<file path="src/rtl/mem_port_arbiter_pkg.sv">
// rtl/mem_port_arbiter_pkg.sv - shared state encodings and port indices for the memory port arbiter
package mem_port_arbiter_pkg;

    typedef enum logic [1:0] {
        ARB_IDLE   = 2'b00,
        ARB_ACCESS = 2'b01,
        ARB_DONE   = 2'b10
    } arb_state_e;

    localparam logic ARB_P0 = 1'b0;
    localparam logic ARB_P1 = 1'b1;

endpackage

</file>
<file path="src/rtl/arb_priority_sel.sv">
// rtl/arb_priority_sel.sv - combinational winner select: port 0 first unless port 1 is starved
module arb_priority_sel
    import mem_port_arbiter_pkg::*;
(
    input  logic p0_req_i,
    input  logic p1_req_i,
    input  logic starve_i,
    output logic any_req_o,
    output logic winner_o
);

    assign any_req_o = p0_req_i | p1_req_i;
    assign winner_o  = (p1_req_i && (!p0_req_i || starve_i)) ? ARB_P1 : ARB_P0;

endmodule

</file>
<file path="src/rtl/mem_port_arbiter.sv">
// rtl/mem_port_arbiter.sv - two-port fixed-latency memory arbiter; ARB_STATS_EN adds grant counters and STARVED
module mem_port_arbiter
    import mem_port_arbiter_pkg::*;
#(
    parameter int ADDR_W       = 26,
    parameter int DATA_W       = 32,
    parameter int MEM_LATENCY  = 2,
    parameter int STARVE_LIMIT = 4
) (
    input  logic              CLK,
    input  logic              RST,
    input  logic              P0_REQ,
    input  logic              P0_WE,
    input  logic [ADDR_W-1:0] P0_ADDR,
    input  logic [DATA_W-1:0] P0_WDATA,
    output logic              P0_GNT,
    output logic              P0_ACK,
    output logic [DATA_W-1:0] P0_RDATA,
    input  logic              P1_REQ,
    input  logic              P1_WE,
    input  logic [ADDR_W-1:0] P1_ADDR,
    input  logic [DATA_W-1:0] P1_WDATA,
    output logic              P1_GNT,
    output logic              P1_ACK,
    output logic [DATA_W-1:0] P1_RDATA,
    output logic              MEM_READ,
    output logic              MEM_WRITE,
    output logic [ADDR_W-1:0] MEM_ADDR,
    output logic [DATA_W-1:0] MEM_WDATA,
    input  logic [DATA_W-1:0] MEM_RDATA
`ifdef ARB_STATS_EN
    ,
    output logic [15:0]       P0_GRANTS,
    output logic [15:0]       P1_GRANTS,
    output logic              STARVED
`endif
);

    localparam int LAT_W = (MEM_LATENCY > 1) ? $clog2(MEM_LATENCY) : 1;
    localparam int SW    = $clog2(STARVE_LIMIT + 1);

    arb_state_e        state_q;
    logic              owner_q;
    logic              we_q;
    logic [LAT_W-1:0]  lat_q;
    logic [SW-1:0]     starve_q;
    logic [SW-1:0]     starve_d;
    logic [DATA_W-1:0] rdata_q;
    logic              starve_full;
    logic              any_req;
    logic              winner;
    logic              sel_we;

    assign starve_full = (starve_q == SW'(STARVE_LIMIT));
    assign sel_we      = (winner == ARB_P1) ? P1_WE : P0_WE;

    arb_priority_sel u_sel (
        .p0_req_i  (P0_REQ),
        .p1_req_i  (P1_REQ),
        .starve_i  (starve_full),
        .any_req_o (any_req),
        .winner_o  (winner)
    );

    // A port-0 grant only counts against port 1 while port 1 is actually waiting.
    always_comb begin
        starve_d = '0;
        if (winner == ARB_P0 && P1_REQ) begin
            starve_d = starve_full ? starve_q : starve_q + SW'(1);
        end
    end

    always_ff @(posedge CLK) begin
        if (!RST) begin
            state_q   <= ARB_IDLE;
            owner_q   <= ARB_P0;
            we_q      <= 1'b0;
            lat_q     <= '0;
            starve_q  <= '0;
            rdata_q   <= '0;
            P0_GNT    <= 1'b0;
            P1_GNT    <= 1'b0;
            P0_ACK    <= 1'b0;
            P1_ACK    <= 1'b0;
            P0_RDATA  <= '0;
            P1_RDATA  <= '0;
            MEM_READ  <= 1'b0;
            MEM_WRITE <= 1'b0;
            MEM_ADDR  <= '0;
            MEM_WDATA <= '0;
        end else begin
            case (state_q)
                ARB_IDLE: begin
                    P0_ACK <= 1'b0;
                    P1_ACK <= 1'b0;
                    if (any_req) begin
                        owner_q   <= winner;
                        we_q      <= sel_we;
                        MEM_ADDR  <= (winner == ARB_P1) ? P1_ADDR : P0_ADDR;
                        MEM_WDATA <= (winner == ARB_P1) ? P1_WDATA : P0_WDATA;
                        P0_GNT    <= (winner == ARB_P0);
                        P1_GNT    <= (winner == ARB_P1);
                        MEM_READ  <= ~sel_we;
                        MEM_WRITE <= sel_we;
                        lat_q     <= LAT_W'(MEM_LATENCY - 1);
                        starve_q  <= starve_d;
                        state_q   <= ARB_ACCESS;
                    end
                end
                ARB_ACCESS: begin
                    if (lat_q == '0) begin
                        if (!we_q) begin
                            rdata_q <= MEM_RDATA;
                        end
                        MEM_READ  <= 1'b0;
                        MEM_WRITE <= 1'b0;
                        state_q   <= ARB_DONE;
                    end else begin
                        lat_q <= lat_q - LAT_W'(1);
                    end
                end
                ARB_DONE: begin
                    P0_GNT <= 1'b0;
                    P1_GNT <= 1'b0;
                    P0_ACK <= (owner_q == ARB_P0);
                    P1_ACK <= (owner_q == ARB_P1);
                    if (!we_q && owner_q == ARB_P0) begin
                        P0_RDATA <= rdata_q;
                    end
                    if (!we_q && owner_q == ARB_P1) begin
                        P1_RDATA <= rdata_q;
                    end
                    state_q <= ARB_IDLE;
                end
                default: state_q <= ARB_IDLE;
            endcase
        end
    end

`ifdef ARB_STATS_EN
    logic forced;
    assign forced = P0_REQ & P1_REQ & starve_full;

    always_ff @(posedge CLK) begin
        if (!RST) begin
            P0_GRANTS <= '0;
            P1_GRANTS <= '0;
            STARVED   <= 1'b0;
        end else begin
            STARVED <= 1'b0;
            if (state_q == ARB_IDLE && any_req) begin
                if (winner == ARB_P1) begin
                    P1_GRANTS <= P1_GRANTS + 16'd1;
                end else begin
                    P0_GRANTS <= P0_GRANTS + 16'd1;
                end
                STARVED <= forced;
            end
        end
    end
`endif

endmodule
</file>
<file path="config.mk">
export PLATFORM = sky130hd
export DESIGN_NAME = mem_port_arbiter
export DESIGN_NICKNAME = d
export VERILOG_FILES = /design/src/rtl/mem_port_arbiter_pkg.sv /design/src/rtl/arb_priority_sel.sv /design/src/rtl/mem_port_arbiter.sv
export SDC_FILE = /design/constraint.sdc
export NUM_CORES = 1
export LEC_CHECK = 0
export BUFFER_PORTS_ARGS = -buffer_cell sky130_fd_sc_hd__buf_4
export CAP_MARGIN = 20
export CORE_ASPECT_RATIO = 0.75
export CORE_UTILIZATION = 51
export DETAILED_ROUTE_END_ITERATION = 6
export GPL_ROUTABILITY_DRIVEN = 0
export PLACE_DENSITY_LB_ADDON = 0.12
export SLEW_MARGIN = 20
export SYNTH_ARGS = -nofsm -noshare
export SYNTH_HDL_FRONTEND = slang
export SYNTH_HIERARCHICAL = 1
export SYNTH_SLANG_ARGS = --single-unit
</file>
<file path="constraint.sdc">
create_clock -name CLK -period 2.6 [get_ports CLK]
set_clock_uncertainty 0.05 [all_clocks]
set_input_delay 0.39 -clock CLK [delete_from_list [all_inputs] [get_ports CLK]]
set_output_delay 0.39 -clock CLK [all_outputs]
set_load 0.02 [all_outputs]
</file>
==> results of run 1 <==
==> critical path, delay by kind of cell, from the launching register on <==
| kind | cells | cell delay (ns) |
|---|---|---|
| buf+inv | 3 | 0.53 |
| mux | 1 | 0.34 |
| flops | 1 | 0.32 |
| compound gates | 2 | 0.28 |
| simple gates | 2 | 0.27 |
| fa+ha+maj | 1 | 0.18 |
==> how the worst max path moves through the flow <==
stage	to	cells past startpoint	startpoint	slack [ns]
after detailed placement	MEM_READ	9	starve_q[0]	0.54
final	MEM_READ	9	starve_q[0]	0.52
after global placement	P0_RDATA[27]	4	state_q[1]	0.65
after global routing	MEM_READ	9	starve_q[0]	0.34
after CTS	MEM_READ	9	starve_q[0]	0.52
after floorplan	MEM_ADDR[10]	9	starve_q[0]	0.86
==> sequential cells by signal, summed over array words and instances (netlist names) <==
register / count
MEM_ADDR: 26
MEM_READ: 1
MEM_WDATA: 32
MEM_WRITE: 1
P0_ACK: 1
P0_GNT: 1
P0_RDATA: 32
P1_ACK: 1
P1_GNT: 1
P1_RDATA: 32
lat_q: 1
owner_q: 1
rdata_q: 32
starve_q: 3
state_q: 2
we_q: 1
==> area by class of cell <==
type                    instances  area (um^2)  area share
flip-flops and latches        168         3360       0.365
inverters                       7         26.3     0.00285
well taps                     166          208      0.0226
clock buffers                  17          425      0.0462
clock inverters                14          133      0.0144
multi-input cells             452         2750       0.298
repair buffers                295         2300       0.250
==> per-layer routing <==
metal,GRT usage,share of wire
met1,0.291,0.40
met2,0.449,0.50
met3,0.0775,0.075
met4,0.104,0.023
met5,0,0
==> Yosys cell counts, types with 7 or more instances <==
cell,count
sky130_fd_sc_hd__o21ai_1,14
sky130_fd_sc_hd__a21oi_1,7
sky130_fd_sc_hd__nand3_1,100
sky130_fd_sc_hd__clkbuf_1,21
sky130_fd_sc_hd__nand2_1,42
sky130_fd_sc_hd__a211oi_2,10
sky130_fd_sc_hd__buf_1,11
sky130_fd_sc_hd__mux2i_1,59
sky130_fd_sc_hd__nor2_1,61
sky130_fd_sc_hd__inv_1,7
sky130_fd_sc_hd__o21ai_0,86
sky130_fd_sc_hd__dfxtp_1,168
sky130_fd_sc_hd__buf_2,27
sky130_fd_sc_hd__a211oi_1,50
==> placed cells by master, fill, tap and decap left out, drive strengths merged <==
cell / count
a211oi: 60
a21boi: 1
a21oi: 7
a2bb2oi: 2
and2: 1
buf: 295
clkbuf: 17
clkinv: 1
clkinvlp: 4
dfxtp: 168
ha: 2
inv: 16
mux2i: 59
nand2: 42
nand2b: 3
nand3: 100
nand3b: 1
nand4bb: 1
nor2: 61
nor2b: 1
nor3b: 2
nor4: 1
nor4b: 1
o21ai: 100
o221a: 1
o22ai: 1
o32ai: 2
or2: 1
or3b: 1
or4b: 1
==> power by group <==
part           total (mW)  internal [mW]  leakage (nW)  switching [mW]
Sequential           2.83           2.74          1.37          0.0937
Clock                2.36           1.26         0.262            1.10
Combinational        1.09          0.514          2.28           0.580
==> logic make-up (layout without fill, tap and decap cells) <==
kind of cell,Yosys count,count (layout)
AND/OR/NAND/NOR,217,217
buffers and inverters,71,333
multiplexers,59,59
flip-flops,168,168
adder cells (fa/ha/maj),2,2
AO/OA/AOI/OAI,174,174
==> metrics.txt, run 1 <==
# TYPE chip_impl_metric gauge
chip_impl_info{name="run_status",value="complete, no violations"} 1
chip_impl_metric{name="worst_ir_drop_vdd",unit="mV"} 0.465
chip_impl_metric{name="fraction_of_synthesized_area_in_multiplexers",unit=""} 0.0919
chip_impl_metric{name="ys_ff_latch",unit=""} 168
chip_impl_metric{name="worst_skew_late_latency",unit="ns"} 0.41
chip_impl_metric{name="synth_enable_flop_cells",unit=""} 0
chip_impl_metric{name="timing.critical_path.fanout_max",unit=""} 63
chip_impl_metric{name="clock_transition_at_path_regs",unit="ns"} 0.07
chip_impl_info{name="rsz0062_at_grt",value="no"} 1
chip_impl_info{name="timing.critical_path.cells",value="inv_1 -> ha_1 -> and2_1 -> inv_1 -> a21boi_4 -> buf_12 -> mux2i_1 -> nand3_1 -> o21ai_0"} 1
chip_impl_metric{name="p_per_area",unit="nW/um^2"} 683
chip_impl_metric{name="chipWidth",unit="um"} 132
chip_impl_metric{name="number_of_cells_produced_by_synthesis",unit=""} 691
chip_impl_metric{name="place.port_buffers",unit=""} 281
chip_impl_metric{name="synth-simple-area-share",unit=""} 0.159
chip_impl_metric{name="clock_path_buffers",unit=""} 2
chip_impl_metric{name="setup-violations-final",unit=""} 0
chip_impl_metric{name="hold_viol_final",unit=""} 0
chip_impl_metric{name="cts.hold.buffers_added",unit=""} 0
chip_impl_metric{name="synth.top_cell.area_share",unit=""} 0.524
chip_impl_metric{name="syn_to_final_growth",unit="%"} 43.3
chip_impl_metric{name="hold_path_depth",unit=""} 3
chip_impl_metric{name="holdWs",unit="ns"} 0.139
chip_impl_info{name="critPathMostFrequentCell",value="sky130_fd_sc_hd__inv_1"} 1
chip_impl_metric{name="first_pass_iters",unit=""} 5
chip_impl_metric{name="hpwl",unit="mm"} 11.9
chip_impl_metric{name="fmaxAchievable",unit="MHz"} 481
chip_impl_metric{name="placed_cell_area",unit="um^2"} 8650
chip_impl_metric{name="vias_in_the_first_global_route",unit=""} 5636
chip_impl_metric{name="worst_slack",unit="ns"} 0.522
chip_impl_metric{name="final_core_util",unit=""} 0.751
chip_impl_metric{name="placed_cells",unit=""} 1088
chip_impl_info{name="crit_path_slowest_cell",value="sky130_fd_sc_hd__buf_12"} 1
chip_impl_metric{name="design.final.nets",unit=""} 1097
chip_impl_metric{name="wl",unit="mm"} 16.7
chip_impl_info{name="leading_post_synthesis_cells_by_cell_area",value="sky130_fd_sc_hd__dfxtp_1, sky130_fd_sc_hd__mux2i_1, sky130_fd_sc_hd__nand3_1"} 1
chip_impl_metric{name="fin_cells",unit=""} 1119
chip_impl_metric{name="grt_antenna_before_repair",unit=""} 0
chip_impl_metric{name="num_io_pins",unit=""} 282
chip_impl_metric{name="wl_per_cell",unit="um"} 14.9
chip_impl_metric{name="syn-mean-instance-area",unit="um^2"} 9.30
chip_impl_info{name="critical_path.startpoint_type",value="register"} 1
chip_impl_metric{name="synth_cell_type_count",unit=""} 34
chip_impl_metric{name="ff2ff_setup_slack",unit="ns"} 0.52
chip_impl_metric{name="fin_tns_setup",unit="ns"} 0
chip_impl_metric{name="post_cts.repair.setup_buffers",unit=""} 0
chip_impl_metric{name="synth-seq-area-share",unit=""} 0.524
chip_impl_metric{name="arrival",unit="ns"} 2.35
chip_impl_metric{name="min_clock_period_post_route",unit="ns"} 2.08
chip_impl_metric{name="core_area",unit="um^2"} 12300
chip_impl_info{name="timing.critical_path.to_type",value="register"} 1
chip_impl_metric{name="final_max_slew_viol_count",unit=""} 0
chip_impl_info{name="clock_tree_from_tritoncts",value="built"} 1
chip_impl_metric{name="synth_xor_xnor_area_share",unit=""} 0
chip_impl_metric{name="initial_utilization",unit=""} 0.524
chip_impl_metric{name="grt_first_pass_wirelength",unit="mm"} 27.0
chip_impl_metric{name="timing.slew.headroom",unit=""} 0.574
chip_impl_metric{name="synth-compound-area-share",unit=""} 0.171
chip_impl_metric{name="critPathRequiredTime",unit="ns"} 2.88
chip_impl_metric{name="tritoncts_num_sinks",unit=""} 168
chip_impl_info{name="ys_dominant_reg_cell",value="sky130_fd_sc_hd__dfxtp_1"} 1
chip_impl_metric{name="post-place-ws",unit="ns"} 0.537
chip_impl_info{name="buffer_cell_driving_the_clock_tree_root",value="sky130_fd_sc_hd__clkbuf_16"} 1
chip_impl_info{name="min_delay_worst_endpoint",value="rdata_q[26]"} 1
chip_impl_metric{name="critPathMaxStageDelay",unit="ns"} 0.37
chip_impl_metric{name="tightest_pin_transition",unit="ns"} 0.639
chip_impl_metric{name="final_period_utilization",unit=""} 0.799
chip_impl_metric{name="timing.reg2reg.worst_path_depth",unit=""} 9
chip_impl_info{name="timing.hold.worst.class",value="primary input to register"} 1
chip_impl_metric{name="n_fill_cell",unit=""} 911
chip_impl_metric{name="mappedNetlistNets",unit=""} 847
chip_impl_metric{name="die_height",unit="um"} 99.2
chip_impl_metric{name="remaining_drc_errors",unit=""} 0
chip_impl_metric{name="cts_buffers",unit=""} 17
chip_impl_info{name="criticalPathCategory",value="register to register"} 1
chip_impl_metric{name="grt_util_all_layers",unit=""} 0.255
chip_impl_info{name="worst_hold_startpoint",value="MEM_RDATA[26]"} 1
chip_impl_metric{name="leakage",unit="nW"} 3.91
chip_impl_info{name="synth_largest_area_cell",value="sky130_fd_sc_hd__dfxtp_1"} 1
chip_impl_metric{name="p_total",unit="mW"} 6.29
chip_impl_metric{name="std_cell_rows",unit=""} 35
chip_impl_info{name="main_combinational_cell_family_by_area_after_synthesis",value="compound AO/OA/AOI/OAI gates"} 1
chip_impl_metric{name="cts-resized-gates",unit=""} 0
chip_impl_metric{name="final_layout_size_suffix_gt1_frac",unit=""} 0.361
chip_impl_metric{name="dr_total_vias",unit=""} 5895
chip_impl_metric{name="max_cap_viol_count",unit=""} 0
chip_impl_metric{name="grt_start_max_net_pins",unit=""} 139
chip_impl_metric{name="yosysWarnings",unit=""} 6
chip_impl_metric{name="floorplan.die_area",unit="um^2"} 13100
chip_impl_info{name="reg2reg_from",value="starve_q[0]"} 1
chip_impl_metric{name="cts.htree.levels",unit=""} 4
chip_impl_metric{name="synth_adder_area_share",unit=""} 0.00390
chip_impl_metric{name="stdcell_area",unit="um^2"} 9200
chip_impl_metric{name="ant_nets",unit=""} 0
chip_impl_metric{name="syn-cell-area",unit="um^2"} 6420
chip_impl_metric{name="postSynth.asyncResetShare",unit=""} 0
chip_impl_metric{name="grt.overflow.total",unit=""} 0
chip_impl_metric{name="drt_iter0_markers",unit=""} 361
chip_impl_metric{name="number_of_antenna_diodes",unit=""} 0
chip_impl_info{name="reg2reg_to",value="MEM_READ"} 1
chip_impl_metric{name="vias_per_cell",unit=""} 5.27
Note: power is estimated with default switching activity, not from simulation.
==> run 2: changes to the inputs <==
--- a/config.mk
+++ b/config.mk
@@ -5,10 +5,11 @@
 export SDC_FILE = /design/constraint.sdc
 export NUM_CORES = 1
 export LEC_CHECK = 0
+export ABC_AREA = 1
 export BUFFER_PORTS_ARGS = -buffer_cell sky130_fd_sc_hd__buf_4
 export CAP_MARGIN = 20
 export CORE_ASPECT_RATIO = 0.75
-export CORE_UTILIZATION = 51
+export CORE_UTILIZATION = 48
 export DETAILED_ROUTE_END_ITERATION = 6
 export GPL_ROUTABILITY_DRIVEN = 0
 export PLACE_DENSITY_LB_ADDON = 0.12
==> constraint.sdc (replaced) <==
create_clock -name CLK -period 2 [get_ports CLK]
set_clock_uncertainty 0.05 [all_clocks]
set_input_delay 0.3 -clock CLK [delete_from_list [all_inputs] [get_ports CLK]]
set_output_delay 0.3 -clock CLK [all_outputs]
set_load 0.02 [all_outputs]
==> run 2 against run 1 <==
Critical path depth up 3. Global-route usage up 1.7 points. Sequential cell count is the same. Total power increased by 32%. First-iteration DRC count increased by 40%. Combinational power up 34%. Non-clock buffer count up 3. Via count grew 21%. Sequential power rose by 29%. Critical endpoint is now we_q. Largest power group unchanged.
==> metrics.txt, run 2 <==
# TYPE chip_impl_metric gauge
chip_impl_info{name="rsz0062_at_grt",value="no"} 1
chip_impl_metric{name="cts.htree.levels",unit=""} 4
chip_impl_info{name="final_cell_mix",value="sky130_fd_sc_hd__nand2_1, sky130_fd_sc_hd__buf_4, sky130_fd_sc_hd__dfxtp_1"} 1
chip_impl_metric{name="syn-mean-instance-area",unit="um^2"} 7.07
chip_impl_info{name="timing.critical_path.to_type",value="register"} 1
chip_impl_metric{name="clock_path_buffers",unit=""} 2
chip_impl_metric{name="die_height",unit="um"} 105
chip_impl_metric{name="grt_first_pass_wirelength",unit="mm"} 32.1
chip_impl_info{name="criticalPathCategory",value="register to register"} 1
chip_impl_metric{name="number_of_cells_produced_by_synthesis",unit=""} 964
chip_impl_metric{name="vias_per_cell",unit=""} 5.09
chip_impl_info{name="ys_dominant_reg_cell",value="sky130_fd_sc_hd__dfxtp_1"} 1
chip_impl_metric{name="fin_tns_setup",unit="ns"} 0
chip_impl_info{name="run_status",value="complete, no violations"} 1
chip_impl_metric{name="worst_ir_drop_vdd",unit="mV"} 0.642
chip_impl_metric{name="arrival",unit="ns"} 2.05
chip_impl_info{name="synth_top_cells_by_count",value="sky130_fd_sc_hd__nand2_1, sky130_fd_sc_hd__dfxtp_1, sky130_fd_sc_hd__a21oi_1"} 1
chip_impl_metric{name="mappedNetlistNets",unit=""} 1120
chip_impl_metric{name="p_total",unit="mW"} 8.31
chip_impl_metric{name="clock_transition_at_path_regs",unit="ns"} 0.06
chip_impl_metric{name="final_layout_size_suffix_gt1_frac",unit=""} 0.281
chip_impl_metric{name="initial_utilization",unit=""} 0.494
chip_impl_metric{name="ant_nets",unit=""} 0
chip_impl_metric{name="ff2ff_setup_slack",unit="ns"} 0.19
chip_impl_metric{name="grt_antenna_before_repair",unit=""} 0
chip_impl_metric{name="place.port_buffers",unit=""} 281
chip_impl_metric{name="grt_util_all_layers",unit=""} 0.272
chip_impl_metric{name="floorplan.die_area",unit="um^2"} 14700
chip_impl_metric{name="synth.top_cell.area_share",unit=""} 0.493
chip_impl_metric{name="fmaxAchievable",unit="MHz"} 554
chip_impl_metric{name="std_cell_rows",unit=""} 37
chip_impl_info{name="synth_most_common_cell",value="sky130_fd_sc_hd__nand2_1"} 1
chip_impl_metric{name="number_of_antenna_diodes",unit=""} 0
chip_impl_metric{name="synth_enable_flop_cells",unit=""} 0
chip_impl_metric{name="final_period_utilization",unit=""} 0.903
chip_impl_metric{name="chipWidth",unit="um"} 140
chip_impl_info{name="timing.hold.worst.class",value="primary input to register"} 1
chip_impl_metric{name="vias_in_the_first_global_route",unit=""} 6622
chip_impl_metric{name="postSynth.asyncResetShare",unit=""} 0
chip_impl_metric{name="max_cap_viol_count",unit=""} 0
chip_impl_metric{name="cts_buffers",unit=""} 17
chip_impl_metric{name="setup-violations-final",unit=""} 0
chip_impl_info{name="buffer_cell_driving_the_clock_tree_root",value="sky130_fd_sc_hd__clkbuf_16"} 1
chip_impl_metric{name="area_taken_by_flip_flops_and_latches",unit="um^2"} 3360
chip_impl_info{name="critical_path.startpoint_type",value="register"} 1
chip_impl_metric{name="syn_to_final_growth",unit="%"} 41.0
chip_impl_metric{name="multi_input_area",unit="um^2"} 3050
chip_impl_metric{name="synth_cell_type_count",unit=""} 17
chip_impl_metric{name="wl_per_cell",unit="um"} 14.3
chip_impl_info{name="leading_post_synthesis_cells_by_cell_area",value="sky130_fd_sc_hd__dfxtp_1, sky130_fd_sc_hd__nand2_1, sky130_fd_sc_hd__a21oi_1"} 1
chip_impl_metric{name="wl",unit="mm"} 20.0
chip_impl_metric{name="design.final.nets",unit=""} 1366
chip_impl_metric{name="drt_iter0_markers",unit=""} 504
chip_impl_metric{name="num_io_pins",unit=""} 282
chip_impl_metric{name="remaining_drc_errors",unit=""} 0
chip_impl_metric{name="leakage",unit="nW"} 4.34
chip_impl_metric{name="synth-seq-area-share",unit=""} 0.493
chip_impl_metric{name="min_clock_period_post_route",unit="ns"} 1.81
chip_impl_info{name="final_common_cell",value="sky130_fd_sc_hd__nand2_1"} 1
chip_impl_metric{name="yosysWarnings",unit=""} 6
chip_impl_info{name="synth_largest_area_cell",value="sky130_fd_sc_hd__dfxtp_1"} 1
chip_impl_metric{name="grt_start_max_net_pins",unit=""} 74
chip_impl_metric{name="dr_total_vias",unit=""} 7110
chip_impl_metric{name="hold_viol_final",unit=""} 0
chip_impl_metric{name="grt.overflow.total",unit=""} 0
chip_impl_metric{name="n_fill_cell",unit=""} 1172
chip_impl_metric{name="p_per_area",unit="nW/um^2"} 864
chip_impl_metric{name="syn-cell-area",unit="um^2"} 6820
chip_impl_info{name="clock_tree_from_tritoncts",value="built"} 1
chip_impl_metric{name="hpwl",unit="mm"} 13.1
chip_impl_metric{name="tritoncts_num_sinks",unit=""} 168
chip_impl_metric{name="ys_ff_latch",unit=""} 168
chip_impl_metric{name="tightest_pin_transition",unit="ns"} 0.664
chip_impl_metric{name="timing.critical_path.fanout_max",unit=""} 47
chip_impl_metric{name="timing.slew.headroom",unit=""} 0.557
chip_impl_metric{name="first_pass_iters",unit=""} 5
chip_impl_metric{name="core_area",unit="um^2"} 13800
chip_impl_metric{name="worst_skew_late_latency",unit="ns"} 0.42
chip_impl_metric{name="final_max_slew_viol_count",unit=""} 0
chip_impl_metric{name="post_cts.repair.setup_buffers",unit=""} 0
chip_impl_metric{name="critPathRequiredTime",unit="ns"} 2.25
-- run 2: cell families (layout without fill, tap and decap cells) --
| logic type | after synthesis | after routing | synth area share |
|---|---|---|---|
| compound gates | 168 | 168 | 0.123 |
| simple gates | 537 | 537 | 0.317 |
| fa+ha+maj | 2 | 2 | 0.00367 |
| buf+inv | 89 | 347 | 0.0626 |
| flops | 168 | 168 | 0.493 |
-- run 2: per-stage QoR --
step | cell area, um^2 | setup WS, ns | hold slack [ns] | utilization | cells
2_1_floorplan | 6820 | 0.322 | 0.370 | - | 964
3_3_place_gp | 9030 | 0.203 | 0.397 | 0.655 | 1366
3_5_place_dp | 9030 | 0.125 | 0.399 | 0.655 | 1366
4_1_cts | 9610 | 0.115 | 0.0885 | 0.697 | 1397
5_1_grt | 9610 | 0.0103 | 0.0924 | 0.697 | 1397
6_report | 9610 | 0.193 | 0.103 | 0.697 | 1397
-- run 2: final cells by class --
type                            count  area share
Clock inverter                     14      0.0155
Timing Repair Buffer              298       0.243
Inverter                           18     0.00755
Sequential cell                   168       0.350
Tap cell                          175      0.0228
Multi-Input combinational cell    707       0.317
Clock buffer                       17      0.0442
-- run 2: power by group --
| group | total (mW) | switching (mW) | internal, mW | leakage [nW] |
|---|---|---|---|---|
| Combinational | 1.46 | 0.859 | 0.598 | 2.70 |
| Clock | 3.21 | 1.37 | 1.84 | 0.272 |
| Sequential | 3.65 | 0.118 | 3.53 | 1.37 |
-- run 2: final timing paths --
path / endpoint / start / cells after the start
hold reg to reg: P0_ACK / P0_ACK / 2
setup reg to reg: we_q / starve_q[0] / 12
setup / recovery: we_q / starve_q[0] / 12
hold / removal: rdata_q[21] / MEM_RDATA[21] / 3
-- run 2: per-layer routing --
layer	up-vias	GRT usage	wire length, um
li1	3591	-	-
met1	3178	0.353	8770
met3	38	0.0668	1660
met5	-	0	0
met2	303	0.435	9110
met4	0	0.111	475
-- run 2: what timing repair did --
action,in CTS,in global routing
endpoints found under the setup margin,0,41
gates resized for setup,0,3
hold buffers,0,0
-- run 2: worst max-delay path: stages (launching register included) --
cell and delay [ns]:
sky130_fd_sc_hd__dfxtp_1 0.33, sky130_fd_sc_hd__inv_1 0.07, sky130_fd_sc_hd__ha_1 0.14, sky130_fd_sc_hd__nand2_1 0.07, sky130_fd_sc_hd__inv_1 0.07, sky130_fd_sc_hd__inv_1 0.06
sky130_fd_sc_hd__a21oi_4 0.21, sky130_fd_sc_hd__buf_12 0.26, sky130_fd_sc_hd__nand2_1 0.07, sky130_fd_sc_hd__o21ai_0 0.12, sky130_fd_sc_hd__inv_1 0.07, sky130_fd_sc_hd__nand2_1 0.10
sky130_fd_sc_hd__a21oi_1 0.07
